### src/rtl/mkio_tx_encoder_if.sv
// Transmit handshake and line bundle between the device blocks (master)
// and the MKIO Manchester encoder (slave).
interface mkio_tx_encoder_if;
    logic [15:0] tx_data;
    logic        tx_cd;
    logic        tx_ready;
    logic        tx_busy;
    logic        tx_ovf;
    logic        tx_done;
    logic        line_en;
    logic        line_p;
    logic        line_n;

    modport master (
        output tx_data, tx_cd, tx_ready,
        input  tx_busy, tx_ovf, tx_done, line_en, line_p, line_n
    );

    modport slave (
        input  tx_data, tx_cd, tx_ready,
        output tx_busy, tx_ovf, tx_done, line_en, line_p, line_n
    );
endinterface

### src/rtl/mkio_tx_encoder.sv
// MKIO (GOST R 52070 / MIL-STD-1553) remote-terminal transmitter:
// Manchester-II word serialiser with a one-word holding register.
module mkio_tx_encoder #(
    parameter int CLK_PER_HALF = 16
) (
    input  logic             clk,
    input  logic             reset,
    mkio_tx_encoder_if.slave bus
);
    typedef enum logic [1:0] {IDLE, SYNC, BITS, PARITY} state_t;

    localparam logic [7:0] HC_LAST = 8'(CLK_PER_HALF - 1);

    state_t      state, state_nx;
    logic [7:0]  hc, hc_nx;
    logic [5:0]  hidx, hidx_nx;
    logic [15:0] shreg, shreg_nx;
    logic        cd_q, cd_nx, par_q, par_nx;
    logic        tx_ready_q, rise, load, hc_wrap, lvl, done_nx;
    logic [15:0] hold_data;
    logic        hold_cd, hold_valid, ovf_q;
    logic [1:0]  done_pipe;
    logic        line_en_q, line_p_q, line_n_q;

    assign rise    = bus.tx_ready & ~tx_ready_q;
    assign hc_wrap = (hc == HC_LAST);

    // hidx counts half-bits across the whole word: 0-5 sync, 6-37 data, 38-39 parity
    always_comb begin
        state_nx = state;
        hc_nx    = hc;
        hidx_nx  = hidx;
        shreg_nx = shreg;
        cd_nx    = cd_q;
        par_nx   = par_q;
        load     = 1'b0;
        lvl      = 1'b0;
        done_nx  = 1'b0;
        if (state != IDLE) begin
            hc_nx = hc_wrap ? 8'd0 : hc + 8'd1;
            if (hc_wrap) hidx_nx = hidx + 6'd1;
        end
        case (state)
            IDLE: load = hold_valid;
            SYNC: begin
                lvl = (hidx < 6'd3) ? ~cd_q : cd_q;
                if (hc_wrap && hidx == 6'd5) state_nx = BITS;
            end
            BITS: begin
                // even half-bit carries the bit value, odd half-bit its complement
                lvl = shreg[15] ^ hidx[0];
                if (hc_wrap && hidx[0]) shreg_nx = {shreg[14:0], 1'b0};
                if (hc_wrap && hidx == 6'd37) state_nx = PARITY;
            end
            PARITY: begin
                lvl = par_q ^ hidx[0];
                if (hc_wrap && hidx == 6'd39) begin
                    done_nx  = 1'b1;
                    load     = hold_valid;
                    state_nx = IDLE;
                    hc_nx    = 8'd0;
                    hidx_nx  = 6'd0;
                end
            end
            default: state_nx = IDLE;
        endcase
        if (load) begin
            state_nx = SYNC;
            hc_nx    = 8'd0;
            hidx_nx  = 6'd0;
            shreg_nx = hold_data;
            cd_nx    = hold_cd;
            par_nx   = ~^hold_data;
        end
    end

    always_ff @(posedge clk or posedge reset) begin
        if (reset) begin
            state <= IDLE;
            hc    <= 8'd0;
            hidx  <= 6'd0;
            shreg <= 16'd0;
            cd_q  <= 1'b0;
            par_q <= 1'b0;
        end else begin
            state <= state_nx;
            hc    <= hc_nx;
            hidx  <= hidx_nx;
            shreg <= shreg_nx;
            cd_q  <= cd_nx;
            par_q <= par_nx;
        end
    end

    // holding is seen free in the cycle it is unloaded, so a coincident rise is kept
    always_ff @(posedge clk or posedge reset) begin
        if (reset) begin
            tx_ready_q <= 1'b0;
            hold_data  <= 16'd0;
            hold_cd    <= 1'b0;
            hold_valid <= 1'b0;
            ovf_q      <= 1'b0;
        end else begin
            tx_ready_q <= bus.tx_ready;
            ovf_q      <= 1'b0;
            if (rise && (!hold_valid || load)) begin
                hold_data  <= bus.tx_data;
                hold_cd    <= bus.tx_cd;
                hold_valid <= 1'b1;
            end else begin
                if (load) hold_valid <= 1'b0;
                if (rise) ovf_q <= 1'b1;
            end
        end
    end

    // line lags the counters by one clock; done is held back one more so it follows the last half-bit
    always_ff @(posedge clk or posedge reset) begin
        if (reset) begin
            line_en_q <= 1'b0;
            line_p_q  <= 1'b0;
            line_n_q  <= 1'b0;
            done_pipe <= 2'b00;
        end else begin
            line_en_q <= (state != IDLE);
            line_p_q  <= (state != IDLE) & lvl;
            line_n_q  <= (state != IDLE) & ~lvl;
            done_pipe <= {done_pipe[0], done_nx};
        end
    end

    assign bus.tx_busy = hold_valid;
    assign bus.tx_ovf  = ovf_q;
    assign bus.tx_done = done_pipe[1];
    assign bus.line_en = line_en_q;
    assign bus.line_p  = line_p_q;
    assign bus.line_n  = line_n_q;
endmodule

### src/flat_wrapper.sv
// flat-port wrapper written by rule: the top's interface ports become plain ports
module mkio_tx_encoder_flat 
#(
    parameter int CLK_PER_HALF = 16
)
  (clk, reset, bus_tx_data, bus_tx_cd, bus_tx_ready, bus_tx_busy, bus_tx_ovf, bus_tx_done, bus_line_en, bus_line_p, bus_line_n);
  mkio_tx_encoder_if bus_i ();
  input  logic clk;
  input  logic reset;
  input wire logic [$bits(bus_i.tx_data)-1:0] bus_tx_data;
  input wire logic [$bits(bus_i.tx_cd)-1:0] bus_tx_cd;
  input wire logic [$bits(bus_i.tx_ready)-1:0] bus_tx_ready;
  output wire logic [$bits(bus_i.tx_busy)-1:0] bus_tx_busy;
  output wire logic [$bits(bus_i.tx_ovf)-1:0] bus_tx_ovf;
  output wire logic [$bits(bus_i.tx_done)-1:0] bus_tx_done;
  output wire logic [$bits(bus_i.line_en)-1:0] bus_line_en;
  output wire logic [$bits(bus_i.line_p)-1:0] bus_line_p;
  output wire logic [$bits(bus_i.line_n)-1:0] bus_line_n;
  assign bus_i.tx_data = bus_tx_data;
  assign bus_i.tx_cd = bus_tx_cd;
  assign bus_i.tx_ready = bus_tx_ready;
  assign bus_tx_busy = bus_i.tx_busy;
  assign bus_tx_ovf = bus_i.tx_ovf;
  assign bus_tx_done = bus_i.tx_done;
  assign bus_line_en = bus_i.line_en;
  assign bus_line_p = bus_i.line_p;
  assign bus_line_n = bus_i.line_n;
  mkio_tx_encoder #(.CLK_PER_HALF(CLK_PER_HALF)) u_core (.clk(clk), .reset(reset), .bus(bus_i));
endmodule
### config.mk
export PLATFORM = sky130hd
export DESIGN_NAME = mkio_tx_encoder_flat
export DESIGN_NICKNAME = d
export VERILOG_FILES = /design/src/rtl/mkio_tx_encoder_if.sv /design/src/rtl/mkio_tx_encoder.sv /design/src/flat_wrapper.sv
export SDC_FILE = /design/constraint.sdc
export NUM_CORES = 1
export LEC_CHECK = 0
export ABC_AREA = 1
export BUFFER_PORTS_ARGS = -buffer_cell sky130_fd_sc_hd__buf_2
export CAP_MARGIN = 20
export CORE_MARGIN = 3
export CORE_UTILIZATION = 60
export CTS_CLUSTER_SIZE = 12
export DETAILED_ROUTE_END_ITERATION = 16
export PLACE_DENSITY_LB_ADDON = 0.25
export SLEW_MARGIN = 20
export SYNTH_ARGS = -nofsm -noshare
export SYNTH_HDL_FRONTEND = slang
export SYNTH_SLANG_ARGS = --single-unit
### constraint.sdc
create_clock -name clk -period 2.3 [get_ports clk]
set_input_delay 0.46 -clock clk [delete_from_list [all_inputs] [get_ports clk]]
set_output_delay 0.46 -clock clk [all_outputs]
set_load 0.01 [all_outputs]
After elaboration in Yosys (flattened, before gate mapping)

Cells that the tools add are included.

Bits in registers: 59
Latch bits: 0
RAM bits: 0
Bits in read-only memories: 0
Bits of input ports: 20
Output and inout bits: 6
Logic and storage cells: 80
Memories: 0

Add/subtract/negate cells: 2
Multipliers: 0
Divide/modulo/power cells: 0
Order comparisons: 1
Equal/unequal tests: 10
Shift-type cells: 0
Mux-type cells: 28
Bitwise gates (word level): 8
Reductions and logical operators: 16

Operators with widths:

| operator              | number |
|---|---|
| $mux W16              | 3 |
| $mux W8               | 5 |
| $mux W6               | 5 |
| $reduce_xnor A16 Y1   | 1 |
| $eq A6 B6 Y1 const B  | 2 |
| $ne A3 B1 Y1 const B  | 3 |
| $add A8 B1 Y8 const B | 1 |
| $eq A8 B4 Y1 const B  | 1 |
| $mux W1               | 8 |
| $mux W2               | 4 |
| $reduce_bool A2 Y1    | 4 |
| $add A6 B1 Y6 const B | 1 |
| $eq A6 B3 Y1 const B  | 1 |
| $lt A6 B2 Y1 const B  | 1 |
| $pmux W2 S3           | 1 |
| $logic_and A1 B1 Y1   | 5 |
| $eq A2 B2 Y1 const B  | 2 |
| $reduce_and A4 Y1     | 1 |
| $reduce_bool A4 Y1    | 1 |
| $and A1 B1 Y1         | 3 |
| $not A1 Y1            | 3 |
| $pmux W1 S3           | 1 |
| $eq A2 B1 Y1 const B  | 1 |
| $logic_not A2 Y1      | 1 |
| 5 further kinds       | 6 |

Longest topological paths before layout

Depth after elaboration: 7
Mapped depth: 13
Mapped depth without buffers: 12

Worst setup path after synthesis

Ideal clock, no wire load.

Path kind: register to register
Start point: register u_core.hc[0]
End point: register u_core.shreg[10]
Library setup time: 63 ps
Data arrival time: 1764 ps
Required time: 2237 ps
Slack: 473 ps
Stages on the path, launching flop included: 12
Buffers on the path: 1
Period minus slack after synthesis: 1827 ps
Cell sequence: dfrtp_1 ha_1 nand3_1 nor2_4 ha_1 nand2_1 inv_1 clkbuf_1 nand2_1 nand3_1 o21ai_0 inv_1

Longest elaborated chain between the ends: 6
Elaborated cells on any way between the ends: 9
Those cells by class: eq/ne (1); mux (3); reduce/logical (5)

RTL lines:

| element                             | line                  | text |
|---|---|---|
| start: declaration                  | mkio_tx_encoder.sv:15 | `logic [7:0] hc, hc_nx;` |
| start signal: assignment            | mkio_tx_encoder.sv:87 | `hc <= hc_nx;` |
| $eq A8 B4 Y1 (*)                    | mkio_tx_encoder.sv:26 | `assign hc_wrap = (hc == HC_LAST);` |
| $logic_and A1 B1 Y1                 | mkio_tx_encoder.sv:57 | `if (hc_wrap && hidx == 6'd39) begin` |
| $mux W1                             | mkio_tx_encoder.sv:57 |  |
| $pmux W1 S2                         | mkio_tx_encoder.sv:43 | `case (state)` |
| $reduce_bool A2 Y1 (no source line) | n/a                   |  |
| $reduce_and A2 Y1 (no source line)  | n/a                   |  |
| end signal: assignment              | mkio_tx_encoder.sv:89 | `shreg <= shreg_nx;` |
| end: declaration                    | mkio_tx_encoder.sv:17 | `logic [15:0] shreg, shreg_nx;` |

Mark *: on every way between the ends. The rest lies on a longest branch, timed or not.
A chain may end at the register's enable or synchronous reset.

Worst setup path after layout

Start point: register u_core.hidx[0]
End point: register u_core.hold_data[2]

Longest elaborated chain between the ends: 6

RTL lines:

| element                  | line                   | text |
|---|---|---|
| start: declaration       | mkio_tx_encoder.sv:16  | `logic [5:0] hidx, hidx_nx;` |
| start signal: assignment | mkio_tx_encoder.sv:88  | `hidx <= hidx_nx;` |
| $eq A6 B6 Y1             | mkio_tx_encoder.sv:57  |  |
| $logic_and A1 B1 Y1      | mkio_tx_encoder.sv:57  |  |
| $mux W1                  | mkio_tx_encoder.sv:57  |  |
| $pmux W1 S2              | mkio_tx_encoder.sv:43  |  |
| $logic_or A1 B1 Y1       | mkio_tx_encoder.sv:106 | `if (rise && (!hold_valid \|\| load)) begin` |
| $logic_and A1 B1 Y1      | mkio_tx_encoder.sv:106 |  |
| end signal: assignment   | mkio_tx_encoder.sv:107 | `hold_data <= bus.tx_data;` |
| end: declaration         | mkio_tx_encoder.sv:20  | `logic [15:0] hold_data;` |

No other way between the ends.

==> results.md <==
Die:
- The full die area is 0.00642 mm^2.
- The floorplan step set the die height to 80.1 um.
- The chip width is 80.1 um.
- The top-level I/O count is 26.
- The floorplan has 26 rows.
- Once the floorplan was initialized, standard cells occupied 63.3% of the core.
- The area of the core is 0.00520 mm^2.

Setup path:
- The depth of the most critical reg-to-reg path is 12.
- The largest fanout of any net on the critical path is 20.
- The slowest stage of the critical path is the sky130_fd_sc_hd__dfrtp_1 cell.
- The cell that appears most often on the critical path is sky130_fd_sc_hd__nand2_4.
- The reg-to-reg setup timing slack is 0.35 ns.
- The nature of the critical path startpoint is a register.
- The worst setup path category is reg2reg.
- The delay contributed by the slowest stage of the critical path is 0.45 ns.
- The critical path data arrival time is 2.18 ns.
- The type of element capturing the critical path is a register.
- The destination of the worst register-to-register timing path is u_core.hold_data[2].
- STA puts the critical path data required time at 2.53 ns.
- Traced cell by cell, the critical path runs through ha_1 > nand2_1 > inv_1 > nand2_1 > nor2_2 > nand2_4 > nand2_4 > nand2_4 > nand2_4 > nand2_4 > nand2_1 > nand2_1.
- The startpoint of the worst-slack reg-to-reg timing path is u_core.hidx[0].

Route:
- Dividing the detail-routed wire length by the instance count gives 11.4 um.
- After detailed routing, the number of vias per cell comes to 5.09.
- The number of DRC violations after detailed routing is 0.
- The length of the first detailed-routing pass in iterations is 4.
- The routed design has 6410 um of wire.
- Across all layers, the routed design uses 2858 vias.
- The remaining antenna violation count is 0.
- After the first detailed-routing iteration, the DRC count stood at 126.

Synth:
- The net count after synthesis is 485.
- The synthesis warning total is 0.
- Counting every instance in the synthesized netlist gives 455.
- Of all cell types, the one taking the most synthesized area is sky130_fd_sc_hd__dfrtp_1.
- Averaged over all synthesized cells, the footprint is 7.25 um^2.
- The netlist uses 25 different library cells.
- Summed over its instances, the top area cell type makes up 44.8% of the synthesized netlist area.
- The post-synthesis register bit count is 59.
- In this run the cell area of the synthesized design comes to 0.00330 mm^2.
- Sorting the synthesized cells by area gives the leading types as sky130_fd_sc_hd__dfrtp_1 45%, sky130_fd_sc_hd__nand2_1 21%, sky130_fd_sc_hd__nand3_1 7.0%.
- Of the synthesized area, sequential elements account for 44.8%.

Global routing:
- Global routing used 22.9% of the available tracks across all layers.
- The number of antenna violations at the first check in global routing is 0.
- The via count of the first global-routing pass is 2631.
- For this run the aggregate overflow at the end of global routing stands at 0.
- The first global-routing pass estimated 11400 um of wire.
- The maximum number of pins on one net before global-route repair is 60.

CTS:
- Buffers added to address setup during post-CTS repair amount to 0.
- Buffers inserted during clock tree synthesis total 9.
- The tree is rooted in a sky130_fd_sc_hd__clkbuf_8.
- The number of levels in the clock H-tree is 3.
- For the worst-skew pair, the clock arrives at the later sink with an insertion delay of 0.34 ns.
- In this run, post-CTS repair resized a total of 0 instances.
- Clock-pin slew was measured on the worst setup and hold paths at 0.07 ns.
- The number of buffers inserted for hold repair after clock tree synthesis is 0.
- The CTS sink count is 59.
- The clock tree from TritonCTS is yes.
- The largest buffer count on any clock path is 2.

Finish:
- The number of nets in the layout is 517.
- In the layout the commonest cells are 183 x sky130_fd_sc_hd__nand2_1, 59 x sky130_fd_sc_hd__dfrtp_1, 58 x sky130_fd_sc_hd__inv_1.
- The fraction of layout instances using a drive strength above 1 is 12.0%.
- The area growth from synthesis to layout is 10.9%.
- The number of antenna diodes is 0.
- The most frequent standard cell in the layout excluding fill and tap cells is sky130_fd_sc_hd__nand2_1.
- The final core area utilization is 70.2%.

Place:
- The count of input and output buffers is 25.
- The detailed placer's ending HPWL is 4710 um.
- The congestion estimate from routability-driven global placement came to 0.936.

Power and ir drop:
- The maximum VDD drop is 0.611 mV.
- The power density over the cells is 799 mW/mm^2.
- The static leakage is 2.17 nW.

STA:
- Setup repair after global routing left no endpoint under its margin.
- For the final routed database, the setup TNS stands at 0 ns.
- The headroom to the max-slew limit is 72.9%.
- The hold violation count in the final report came to 0.
- The count of final setup violators is 0.
- The final-report max-slew violation count is 0.
- For the final database, setup skew stands at 0.0111 ns.
- For this run, the top clock speed supported by timing is 0.512 GHz.
- The pin slew with the least headroom to its limit is 0.406 ns.
- The final critical path time including I/O delays and setup is 1.95 ns.
- The worst path uses 84.9% of the clock period.

Run:
- The tool flagged a number of max-cap violations equal to 0.

Worst hold path:
- The class of the worst hold path is in2async.

Status:
- The run finished with clean final reports.
## worst max-delay path by stage
stage | from | endpoint | cells after the start
final | u_core.hidx[0] | u_core.hold_data[2] | 12
after floorplan | reset | u_core.bus.line_en | 1
after global routing | u_core.state[0] | u_core.hold_data[2] | 12
after global placement | u_core.hidx[0] | u_core.hc[1] | 11
after CTS | u_core.hidx[0] | u_core.hold_data[2] | 12
after detailed placement | u_core.hidx[0] | u_core.hold_data[2] | 12
## sequential cells by signal (all words and copies together) (netlist names), 2 cells and up
register          count
u_core.done_pipe      2
u_core.hc             8
u_core.hidx           6
u_core.hold_data     16
u_core.shreg         16
u_core.state          2
## critical path: cells and delay by family (launching register included)
| kind | cells | cell delay (ns) |
|---|---|---|
| AND/OR/NAND/NOR | 10 | 1.11 |
| flip-flops | 1 | 0.45 |
| buffers and inverters | 1 | 0.05 |
| adder cells (fa/ha/maj) | 1 | 0.22 |
## per-stage QoR
step	hold slack, ns	instances	setup WS, ns	cell area, um^2	total power [mW]
finish	0.166	562	0.347	3660	2.92
detailed placement	0.342	546	0.364	3490	2.16
global placement	0.334	546	0.445	3490	2.11
floorplan	0.331	455	0.384	3300	1.97
global route	0.185	562	0.130	3660	3.16
CTS	0.175	562	0.347	3660	2.95
## metal layers
layer | up-vias | share of wire [%] | global-route usage (%) | wire length [um]
li1 | 1469 | - | - | -
met1 | 1307 | 43 | 27.4 | 2740
met4 | 0 | 1.5 | 6.59 | 95
met5 | - | 0 | 0 | 0
met2 | 69 | 50 | 39.0 | 3230
met3 | 13 | 5.5 | 7.85 | 352
## Yosys cell counts
cell,n
sky130_fd_sc_hd__nand4_1,5
sky130_fd_sc_hd__ha_1,10
sky130_fd_sc_hd__xor2_1,4
sky130_fd_sc_hd__nor2_2,3
sky130_fd_sc_hd__buf_8,2
sky130_fd_sc_hd__inv_2,2
sky130_fd_sc_hd__inv_1,59
sky130_fd_sc_hd__dfrtp_1,59
sky130_fd_sc_hd__and2_1,1
sky130_fd_sc_hd__nand3_2,1
sky130_fd_sc_hd__nand2_4,5
sky130_fd_sc_hd__a21oi_1,3
sky130_fd_sc_hd__nand2_1,183
sky130_fd_sc_hd__clkbuf_1,3
sky130_fd_sc_hd__nand2_2,1
sky130_fd_sc_hd__nor3_1,5
sky130_fd_sc_hd__o211ai_1,1
sky130_fd_sc_hd__o21ai_0,20
sky130_fd_sc_hd__nor2_1,32
sky130_fd_sc_hd__buf_2,4
sky130_fd_sc_hd__nor2_4,1
sky130_fd_sc_hd__o21bai_1,1
sky130_fd_sc_hd__nand3_1,46
sky130_fd_sc_hd__xnor2_1,3
sky130_fd_sc_hd__buf_6,1
## cells by family (layout without fill, tap and decap cells)
group | after synthesis | in the layout | synth area share [%]
buffers and inverters | 71 | 108 | 9.15
xor gates and xnor gates | 7 | 7 | 1.86
AOI/OAI and AO/OA | 25 | 25 | 3.95
and+or+nand+nor | 283 | 283 | 36.5
DFF | 59 | 59 | 44.8
adders and majority gates | 10 | 10 | 3.80
## final cells by class
class / count / area (um^2)
flip-flops and latches: 59 / 1480
inverters: 61 / 229
fillers: 438 / 1550
well taps: 70 / 87.6
repair buffers: 31 / 183
multi-input cells: 325 / 1520
clock inverters: 5 / 30.0
clock buffers: 11 / 131
## power breakdown
| group | internal [mW] | total [mW] | switching, mW |
|---|---|---|---|
| clock | 0.384 | 0.776 | 0.392 |
| sequential | 1.17 | 1.34 | 0.172 |
| combinational | 0.292 | 0.805 | 0.513 |
(Power assumes the default switching activity.)
